`src/rtl/i2s_capture_writer.sv`:
```
// I2S record path: oversamples the codec SClk/LRClk/Din, packs eight 16-bit samples
// per 128-bit word, buffers the words and writes them to sequential SDRAM word addresses.
module i2s_capture_writer #(
    parameter logic [21:0] ADDR_BASE  = 22'h000000,
    parameter logic [21:0] ADDR_LIMIT = 22'h00FFFF,
    parameter int          FIFO_DEPTH = 4
) (
    input  logic         Clk50,
    input  logic         reset,
    input  logic         enable,
    input  logic         SClk,
    input  logic         LRClk,
    input  logic         Din,
    input  logic         sdram_Wait,
    input  logic         sdram_ac,
    output logic         sdram_wr,
    output logic [21:0]  sdram_addr,
    output logic [127:0] sdram_wdata,
    output logic         busy,
    output logic         rec_done,
    output logic         overflow,
    output logic [2:0]   fifo_level
);

    localparam int PW = (FIFO_DEPTH > 1) ? $clog2(FIFO_DEPTH) : 1;
    localparam int CW = $clog2(FIFO_DEPTH + 1);

    localparam logic [1:0] ST_IDLE = 2'd0;
    localparam logic [1:0] ST_REQ  = 2'd1;
    localparam logic [1:0] ST_DONE = 2'd2;

    logic [1:0]     sclk_sync_r;
    logic [1:0]     lr_sync_r;
    logic [1:0]     din_sync_r;
    logic           sclk_prev_r;
    logic           lr_last_r;
    logic [4:0]     bit_cnt_r;
    logic [15:0]    shift_r;
    logic           armed_r;
    logic [2:0]     pack_idx_r;
    logic [111:0]   pack_r;
    logic [127:0]   fifo_mem_r [FIFO_DEPTH];
    logic [PW-1:0]  wr_ptr_r;
    logic [PW-1:0]  rd_ptr_r;
    logic [CW-1:0]  count_r;
    logic [1:0]     state_r;
    logic           sdram_wr_r;
    logic           busy_r;
    logic [21:0]    sdram_addr_r;
    logic           rec_done_r;
    logic           overflow_r;

    logic           sclk_rise_s;
    logic           lr_s;
    logic           din_s;
    logic           lr_change_s;
    logic           sample_done_s;
    logic [15:0]    sample_s;
    logic           accept_s;
    logic           word_done_s;
    logic           full_s;
    logic           push_s;
    logic           drop_s;
    logic           pop_s;
    logic           clear_s;
    logic [127:0]   full_word_s;

    assign sclk_rise_s   = sclk_sync_r[1] & ~sclk_prev_r;
    assign lr_s          = lr_sync_r[1];
    assign din_s         = din_sync_r[1];
    assign lr_change_s   = sclk_rise_s & (lr_s != lr_last_r);
    assign sample_done_s = sclk_rise_s & ~lr_change_s & (bit_cnt_r == 5'd15);
    assign sample_s      = {shift_r[14:0], din_s};
    assign accept_s      = sample_done_s & armed_r & enable & ~rec_done_r;
    assign word_done_s   = accept_s & (pack_idx_r == 3'd7);
    assign full_s        = (count_r == CW'(FIFO_DEPTH));
    assign push_s        = word_done_s & ~full_s;
    assign drop_s        = word_done_s & full_s;
    assign pop_s         = (state_r == ST_DONE);
    assign clear_s       = (state_r == ST_IDLE) & (~enable | rec_done_r);
    assign full_word_s   = {sample_s, pack_r};

    // Two-flop synchronisers for the codec inputs plus SClk edge history
    always_ff @(posedge Clk50) begin
        if (reset) begin
            sclk_sync_r <= 2'b00;
            lr_sync_r   <= 2'b00;
            din_sync_r  <= 2'b00;
            sclk_prev_r <= 1'b0;
        end else begin
            sclk_sync_r <= {sclk_sync_r[0], SClk};
            lr_sync_r   <= {lr_sync_r[0], LRClk};
            din_sync_r  <= {din_sync_r[0], Din};
            sclk_prev_r <= sclk_sync_r[1];
        end
    end

    // Slot framing: the rise that shows a new LR carries the delay bit, then 16 data bits
    always_ff @(posedge Clk50) begin
        if (reset) begin
            lr_last_r <= 1'b0;
            bit_cnt_r <= 5'd16;
            shift_r   <= 16'h0000;
            armed_r   <= 1'b0;
        end else begin
            if (lr_change_s) begin
                lr_last_r <= lr_s;
                bit_cnt_r <= 5'd0;
            end else if (sclk_rise_s && (bit_cnt_r != 5'd16)) begin
                shift_r   <= sample_s;
                bit_cnt_r <= bit_cnt_r + 5'd1;
            end
            if (!enable) begin
                armed_r <= 1'b0;
            end else if (lr_change_s && !lr_s) begin
                armed_r <= 1'b1;
            end
        end
    end

    // Sample packing; the eighth sample goes straight into the FIFO with the other seven
    always_ff @(posedge Clk50) begin
        if (reset || !enable) begin
            pack_idx_r <= 3'd0;
            pack_r     <= 112'd0;
        end else if (accept_s) begin
            if (pack_idx_r == 3'd7) begin
                pack_idx_r <= 3'd0;
            end else begin
                pack_r[{pack_idx_r, 4'b0000} +: 16] <= sample_s;
                pack_idx_r <= pack_idx_r + 3'd1;
            end
        end
    end

    // FIFO storage
    always_ff @(posedge Clk50) begin
        if (push_s) begin
            fifo_mem_r[wr_ptr_r] <= full_word_s;
        end
    end

    // FIFO pointers and occupancy
    always_ff @(posedge Clk50) begin
        if (reset || clear_s) begin
            wr_ptr_r <= '0;
            rd_ptr_r <= '0;
            count_r  <= '0;
        end else begin
            if (push_s) wr_ptr_r <= wr_ptr_r + PW'(1);
            if (pop_s)  rd_ptr_r <= rd_ptr_r + PW'(1);
            case ({push_s, pop_s})
                2'b10:   count_r <= count_r + CW'(1);
                2'b01:   count_r <= count_r - CW'(1);
                default: count_r <= count_r;
            endcase
        end
    end

    // SDRAM writer: Idle -> Req (hold until ack) -> Done (pop, advance) -> Idle
    always_ff @(posedge Clk50) begin
        if (reset) begin
            state_r      <= ST_IDLE;
            sdram_wr_r   <= 1'b0;
            busy_r       <= 1'b0;
            sdram_addr_r <= ADDR_BASE;
            rec_done_r   <= 1'b0;
        end else begin
            case (state_r)
                ST_IDLE: begin
                    if (!enable) begin
                        sdram_addr_r <= ADDR_BASE;
                        rec_done_r   <= 1'b0;
                    end else if ((count_r != '0) && !sdram_Wait && !rec_done_r) begin
                        state_r    <= ST_REQ;
                        sdram_wr_r <= 1'b1;
                        busy_r     <= 1'b1;
                    end
                end
                ST_REQ: begin
                    if (sdram_ac) begin
                        state_r    <= ST_DONE;
                        sdram_wr_r <= 1'b0;
                    end
                end
                ST_DONE: begin
                    state_r <= ST_IDLE;
                    busy_r  <= 1'b0;
                    if (sdram_addr_r == ADDR_LIMIT) begin
                        rec_done_r <= 1'b1;
                    end else begin
                        sdram_addr_r <= sdram_addr_r + 22'd1;
                    end
                end
                default: begin
                    state_r    <= ST_IDLE;
                    sdram_wr_r <= 1'b0;
                    busy_r     <= 1'b0;
                end
            endcase
        end
    end

    // Sticky overflow, cleared only by the idle rewind while stopped
    always_ff @(posedge Clk50) begin
        if (reset) begin
            overflow_r <= 1'b0;
        end else if ((state_r == ST_IDLE) && !enable) begin
            overflow_r <= 1'b0;
        end else if (drop_s) begin
            overflow_r <= 1'b1;
        end
    end

    assign sdram_wr    = sdram_wr_r;
    assign sdram_addr  = sdram_addr_r;
    assign sdram_wdata = fifo_mem_r[rd_ptr_r];
    assign busy        = busy_r;
    assign rec_done    = rec_done_r;
    assign overflow    = overflow_r;
    assign fifo_level  = 3'(count_r);

endmodule

```
`config.mk`:
```
export PLATFORM = sky130hd
export DESIGN_NAME = i2s_capture_writer
export DESIGN_NICKNAME = d
export VERILOG_FILES = /design/src/rtl/i2s_capture_writer.sv
export SDC_FILE = /design/constraint.sdc
export NUM_CORES = 1
export LEC_CHECK = 0
export ABC_AREA = 0
export BUFFER_PORTS_ARGS = -buffer_cell sky130_fd_sc_hd__buf_2
export CAP_MARGIN = 5
export CORE_UTILIZATION = 60
export CTS_CLUSTER_DIAMETER = 200
export DETAILED_ROUTE_END_ITERATION = 16
export PLACE_DENSITY = 0.87
export SYNTH_ARGS = -nofsm -noshare
export SYNTH_HDL_FRONTEND = slang
export SYNTH_SLANG_ARGS = --single-unit
```
`constraint.sdc`:
```
create_clock -name Clk50 -period 6 [get_ports Clk50]
set_clock_uncertainty 0.15 [all_clocks]
set_input_delay 0.3 -clock Clk50 [delete_from_list [all_inputs] [get_ports Clk50]]
set_output_delay 0.3 -clock Clk50 [all_outputs]
set_load 0.02 [all_outputs]
```
# --- Yosys cells after proc, flatten, opt, wreduce, memory -nomap -nowiden ---
# Memories as Yosys holds them, arrays and structs flattened. A register that Yosys moved wholly into a read port is not among the register bits.
# Index checks and enable logic that the tools add are counted.
word_totals:
  regBits: 179
  mem_bits_rw: 512
  n_memories: 1
classes:
  n_addsub: 8
  n_eq_ne: 16
  n_shift: 2
  n_mux: 24
  n_bitwise: 20
  reduce_logical: 26
mem_list:
  columns: ["memory", "words", "width", "read_ports", "rd_clocked_by_memory_dff", "write_ports", "line_no", "source"]
  rows:
  - ["fifo_mem_r", 4, 128, 1, 1, 1, "42", "logic [127:0] fifo_mem_r [FIFO_DEPTH];"]
ops:
  columns: ["operator", "n"]
  rows:
  - ["112-bit bitwise mux", 1]
  - ["16-bit by 9-bit variable shift with 112-bit output, first input constant", 1]
  - ["16-bit by 9-bit indexed part select with 112-bit output", 1]
  - ["22-bit 2-to-1 mux", 2]
  - ["22-bit case mux with 2 select lines", 1]
  - ["22-bit by 1-bit adder with 22-bit output, second input constant", 1]
  - ["22-bit by 16-bit equality test with 1-bit output, second input constant", 1]
  - ["3-bit AND reduction", 4]
  - ["1-bit AND", 11]
  - ["2-bit 2-to-1 mux", 5]
  - ["5-bit 2-to-1 mux", 2]
  - ["2-bit != test, second input constant", 5]
  - ["7-bit negator with 9-bit output", 1]
  - ["1-bit NOT", 8]
  - ["1-bit 2-to-1 mux", 7]
  - ["3-bit by 1-bit adder with 3-bit output, second input constant", 2]
  - ["3-bit equality test, second input constant", 2]
  - ["3-bit case mux with 2 select lines", 1]
  - ["2-bit nonzero test", 3]
  - ["2-bit OR reduction", 3]
  - ["5-bit by 1-bit adder with 5-bit output, second input constant", 1]
  - ["5-bit by 4-bit equality test with 1-bit output, second input constant", 1]
  - ["1-bit logical AND", 5]
  - ["5-bit != test, second input constant", 1]
  - ["17 further kinds", 26]

# --- Logic depth before layout (Yosys ltp) ---
depth:
  depth_word: 13
  ltp_mapped: 15

# --- Least setup slack after synthesis ---
# No wires, ideal clock.
synth_timing:
  kind: "register -> register"
  from: "reg bit_cnt_r[0]"
  to: "mem fifo_mem_r[1][0] (enable)"
  setup_time_ns: 0.502
  t_arrival_ns: 4.431
  setup_slack_ns: 0.917
  path_stages_with_launch: 9
  synth_period_minus_slack_ns: 5.083
  path_cell_list: "dfxtp_1 -> ha_1 -> and3_1 -> ha_1 -> nand2_1 -> nor4_1 -> and3_1 -> clkbuf_1 -> and2_1"
synth_via:
  elab_chain_cells: 9
synth_lines:
  columns: ["item", "line_no", "source"]
  rows:
  - ["from (decl)", "37", "logic [4:0] bit_cnt_r;"]
  - ["from (signal assigned)", "111", "bit_cnt_r <= bit_cnt_r + 5'd1;"]
  - ["5-bit by 4-bit equality test with 1-bit output", "72", "assign sample_done_s = sclk_rise_s & ~lr_change_s & (bit_cnt_r == 5'd15);"]
  - ["1-bit AND", "72", null]
  - ["1-bit AND (3 in series)", "74", "assign accept_s = sample_done_s & armed_r & enable & ~rec_done_r;"]
  - ["1-bit AND", "75", "assign word_done_s = accept_s & (pack_idx_r == 3'd7);"]
  - ["1-bit AND", "77", "assign push_s = word_done_s & ~full_s;"]
  - ["1-bit 2-to-1 mux", "138", "if (push_s) begin"]
  - ["1-bit 2-to-1 mux (implied by the code)", "139", "fifo_mem_r[wr_ptr_r] <= full_word_s;"]
  - ["to (decl)", "42", null]
# No other way between the ends.

# --- Worst setup path after layout ---
layout_timing:
  from: "reg bit_cnt_r[0]"
  to: "reg pack_r[40]"
layout_via:
  elab_chain_cells: 6
layout_lines:
  columns: ["item", "line_no", "source"]
  rows:
  - ["5-bit by 4-bit equality test with 1-bit output", "72", null]
  - ["1-bit AND", "72", null]
  - ["1-bit AND (3 in series)", "74", null]
  - ["2-bit AND reduction (no line)", null, null]
  - ["to (signal, indexed assignment)", "130", "pack_r[{pack_idx_r, 4'b0000} +: 16] <= sample_s;"]
  - ["to (decl)", "41", "logic [111:0] pack_r;"]
# No other way between the ends.
# A chain may end at the register's enable or synchronous reset.

==> run metrics <==
outcome=finished, final reports clean; HPWL after DPL=around 31 mm; Final period util=0.641; gate count after technology mapping=roughly 1500; Skew-Pair Late Insertion Delay=slightly below 0.6 ns; vias per cell=around 6.5; Final nets=~1700; number of buffers added for setup after CTS=0; routability cong.=between 0.8 and 0.9; Final ANT Viol Nets=0; Period minus WS final=3.84 ns; slowest stage delay, CP=between 1 and 1.5 ns; Slew @ Worst Pin=about 1.3 ns; family with the most delay on the worst path=simple AND/OR/NAND/NOR gates; CTS Buf Count=66; gr usage total=0.279; largest net degree at the start of global routing=approximately 130; CP Cell Sequence=ha_1 -> and3_1 -> ha_1 -> nand2_1 -> nor4_1 -> nand3_1 -> nand3_1 -> o21ai_0; number of DRC markers in iteration 0=~1800; dominant synthesized flop cell=edfxtp_1; row count=75; CP Class=flip-flop to flip-flop; hold_buf cts=5; commonest non-fill, non-tap cell in the layout=edfxtp_1; final hold viol count=0; GRT busiest layer=met2; Mapped Avg Cell Area=between 15 and 20 um^2; sequential share of the synthesized area=0.746; layout cells sized above 1=0.243; final core utilization=0.693; Worst-path clk slew=~0.06 ns; hold crit path type=input pin to flip-flop; diode count=0; async set or reset register ratio after synthesis=0; max frequency=roughly 260 MHz; Syn Std Cell Area=0.0255 mm^2; chip width=roughly 210 um; drc violations=0; CP bufs+invs=0; Max Slew Vio Count=0; full die area=~0.043 mm^2; Netlist cell types=between 60 and 70; Synth top area share=0.604; Clock Path Buffers=3; commonest non-fill, non-tap cells in the layout=512 x edfxtp_1, 179 x dfxtp_1, 170 x nand2_1, 164 x buf_2, 128 x mux4_2; Pre-antenna DRT Iters=6; CTS sink cnt=just under 700; CTS tree=yes; Cell Pwr Density=321 mW/mm^2; Post-Route Setup TNS=0 ns; worst path arrival time=4.09 ns; PostCTS Resize Cnt=0; Initial Util=0.607; Net Count, Synth=about 1500; leakage power=about 0.011 uW; CP required=approximately 6.2 ns; element type at the critical path start=flip-flop; RSZ-0062 raised after global routing=false; max_cap viols=0; Routed WL=slightly below 60 mm; average wire per standard cell=between 20 and 30 um; global routing usage on met2=0.467; Slowest-stage cell, CP=nand3_1; core area=approximately 0.042 mm^2; initial antenna violation count=0; die span in y=208 um; total number of vias=around 15000; flops & latches, synth=just under 700; Congestion Overflow GR=0; Worst slew margin=0.109; Ys Warns=0; Max H-tree Level=3; Post-synth EDFFs=between 500 and 600; Clock Tree Root=clkbuf_16; Area Growth Syn to Fin=14.1%; met1 Use GR=0.359; cell taking the most area after synthesis=edfxtp_1; top post-synthesis cells by area=edfxtp_1 60%, dfxtp_1 14%, mux4_2 11%; first-pass GRT wire length=between 80 and 90 mm; Port Buffers=164; crit path capture type=flip-flop; VDD IR max=0.000206 V; grt met3 use=0.0584; IO Pins=165; vias in the first global route=14900; Max Fanout on Critical Path=32; Final setup viols=0
## area by class of cell
type	count	area (um^2)
Clock buffer	90	1900
Clock inverter	30	283
Fill cell	2416	12900
Inverter	23	86.3
Multi-Input combinational cell	723	6060
Sequential cell	693	19000
Tap cell	539	674
Timing Repair Buffer	184	1050
## cell usage after synthesis (all sizes together) (11+ instances only)
library cell / n
edfxtp: 512
dfxtp: 181
nand2: 170
mux4: 128
nand3: 94
o21ai: 89
a21oi: 65
clkbuf: 45
nor2: 37
buf: 34
inv: 22
ha: 16
nor2b: 11
nor3: 11
## cells by family after synthesis
family | count (synthesis) | synth area share
compound gates | 188 | 0.0409
xor+xnor | 14 | 0.00481
fa+ha+maj | 17 | 0.00865
buf+inv | 102 | 0.0168
flops | 693 | 0.746
mux | 131 | 0.114
simple gates | 373 | 0.0685
## stage by stage
step | cell area, um^2 | std cells | setup slack [ns] | power [uW] | hold slack, ns
6_report | 29100 | 2282 | 2.16 | 9330 | 0.110
5_1_grt | 29100 | 2282 | 1.91 | 9550 | 0.138
4_1_cts | 29100 | 2282 | 2.40 | 9360 | 0.0915
3_5_place_dp | 26800 | 2157 | 2.53 | 5220 | 0.275
3_3_place_gp | 26800 | 2157 | 2.69 | 5220 | 0.280
2_1_floorplan | 25500 | 1518 | 0.917 | 5210 | 0.264
## report_power, final
part	internal, uW	switching, uW	leakage [uW]	total (uW)
logic	10.5	32.4	0.00240	43.0
registers	5080	2.82	0.00726	5080
clock network	2440	1770	0.00108	4210
## per-layer routing
metal,vias to the layer above,share of wire
li1,6193,-
met1,7467,0.35
met2,952,0.51
met3,149,0.10
met4,0,0.037
met5,-,0
## sequential cells by signal, summed over array words and instances, names as in the netlist, named ones only
name,flops
fifo_mem_r,512
pack_r,112
sdram_addr,22
shift_r,15
bit_cnt_r,5
fifo_level,3
pack_idx_r,3
din_sync_r,2
lr_sync_r,2
rd_ptr_r,2
sclk_sync_r,2
state_r,2
wr_ptr_r,2
armed_r,1
busy,1
lr_last_r,1
overflow,1
rec_done,1
sclk_prev_r,1
sdram_wr,1
## worst paths after layout
kind | from | endpoint | slack, ns | depth (start not counted)
min | reset | din_sync_r[1] | 0.11 | 2
max reg2reg | bit_cnt_r[0] | pack_r[40] | 2.16 | 8
min reg2reg | din_sync_r[0] | din_sync_r[1] | 0.29 | 1
max | bit_cnt_r[0] | pack_r[40] | 2.16 | 8
Note: power is estimated with default switching activity, not from simulation.
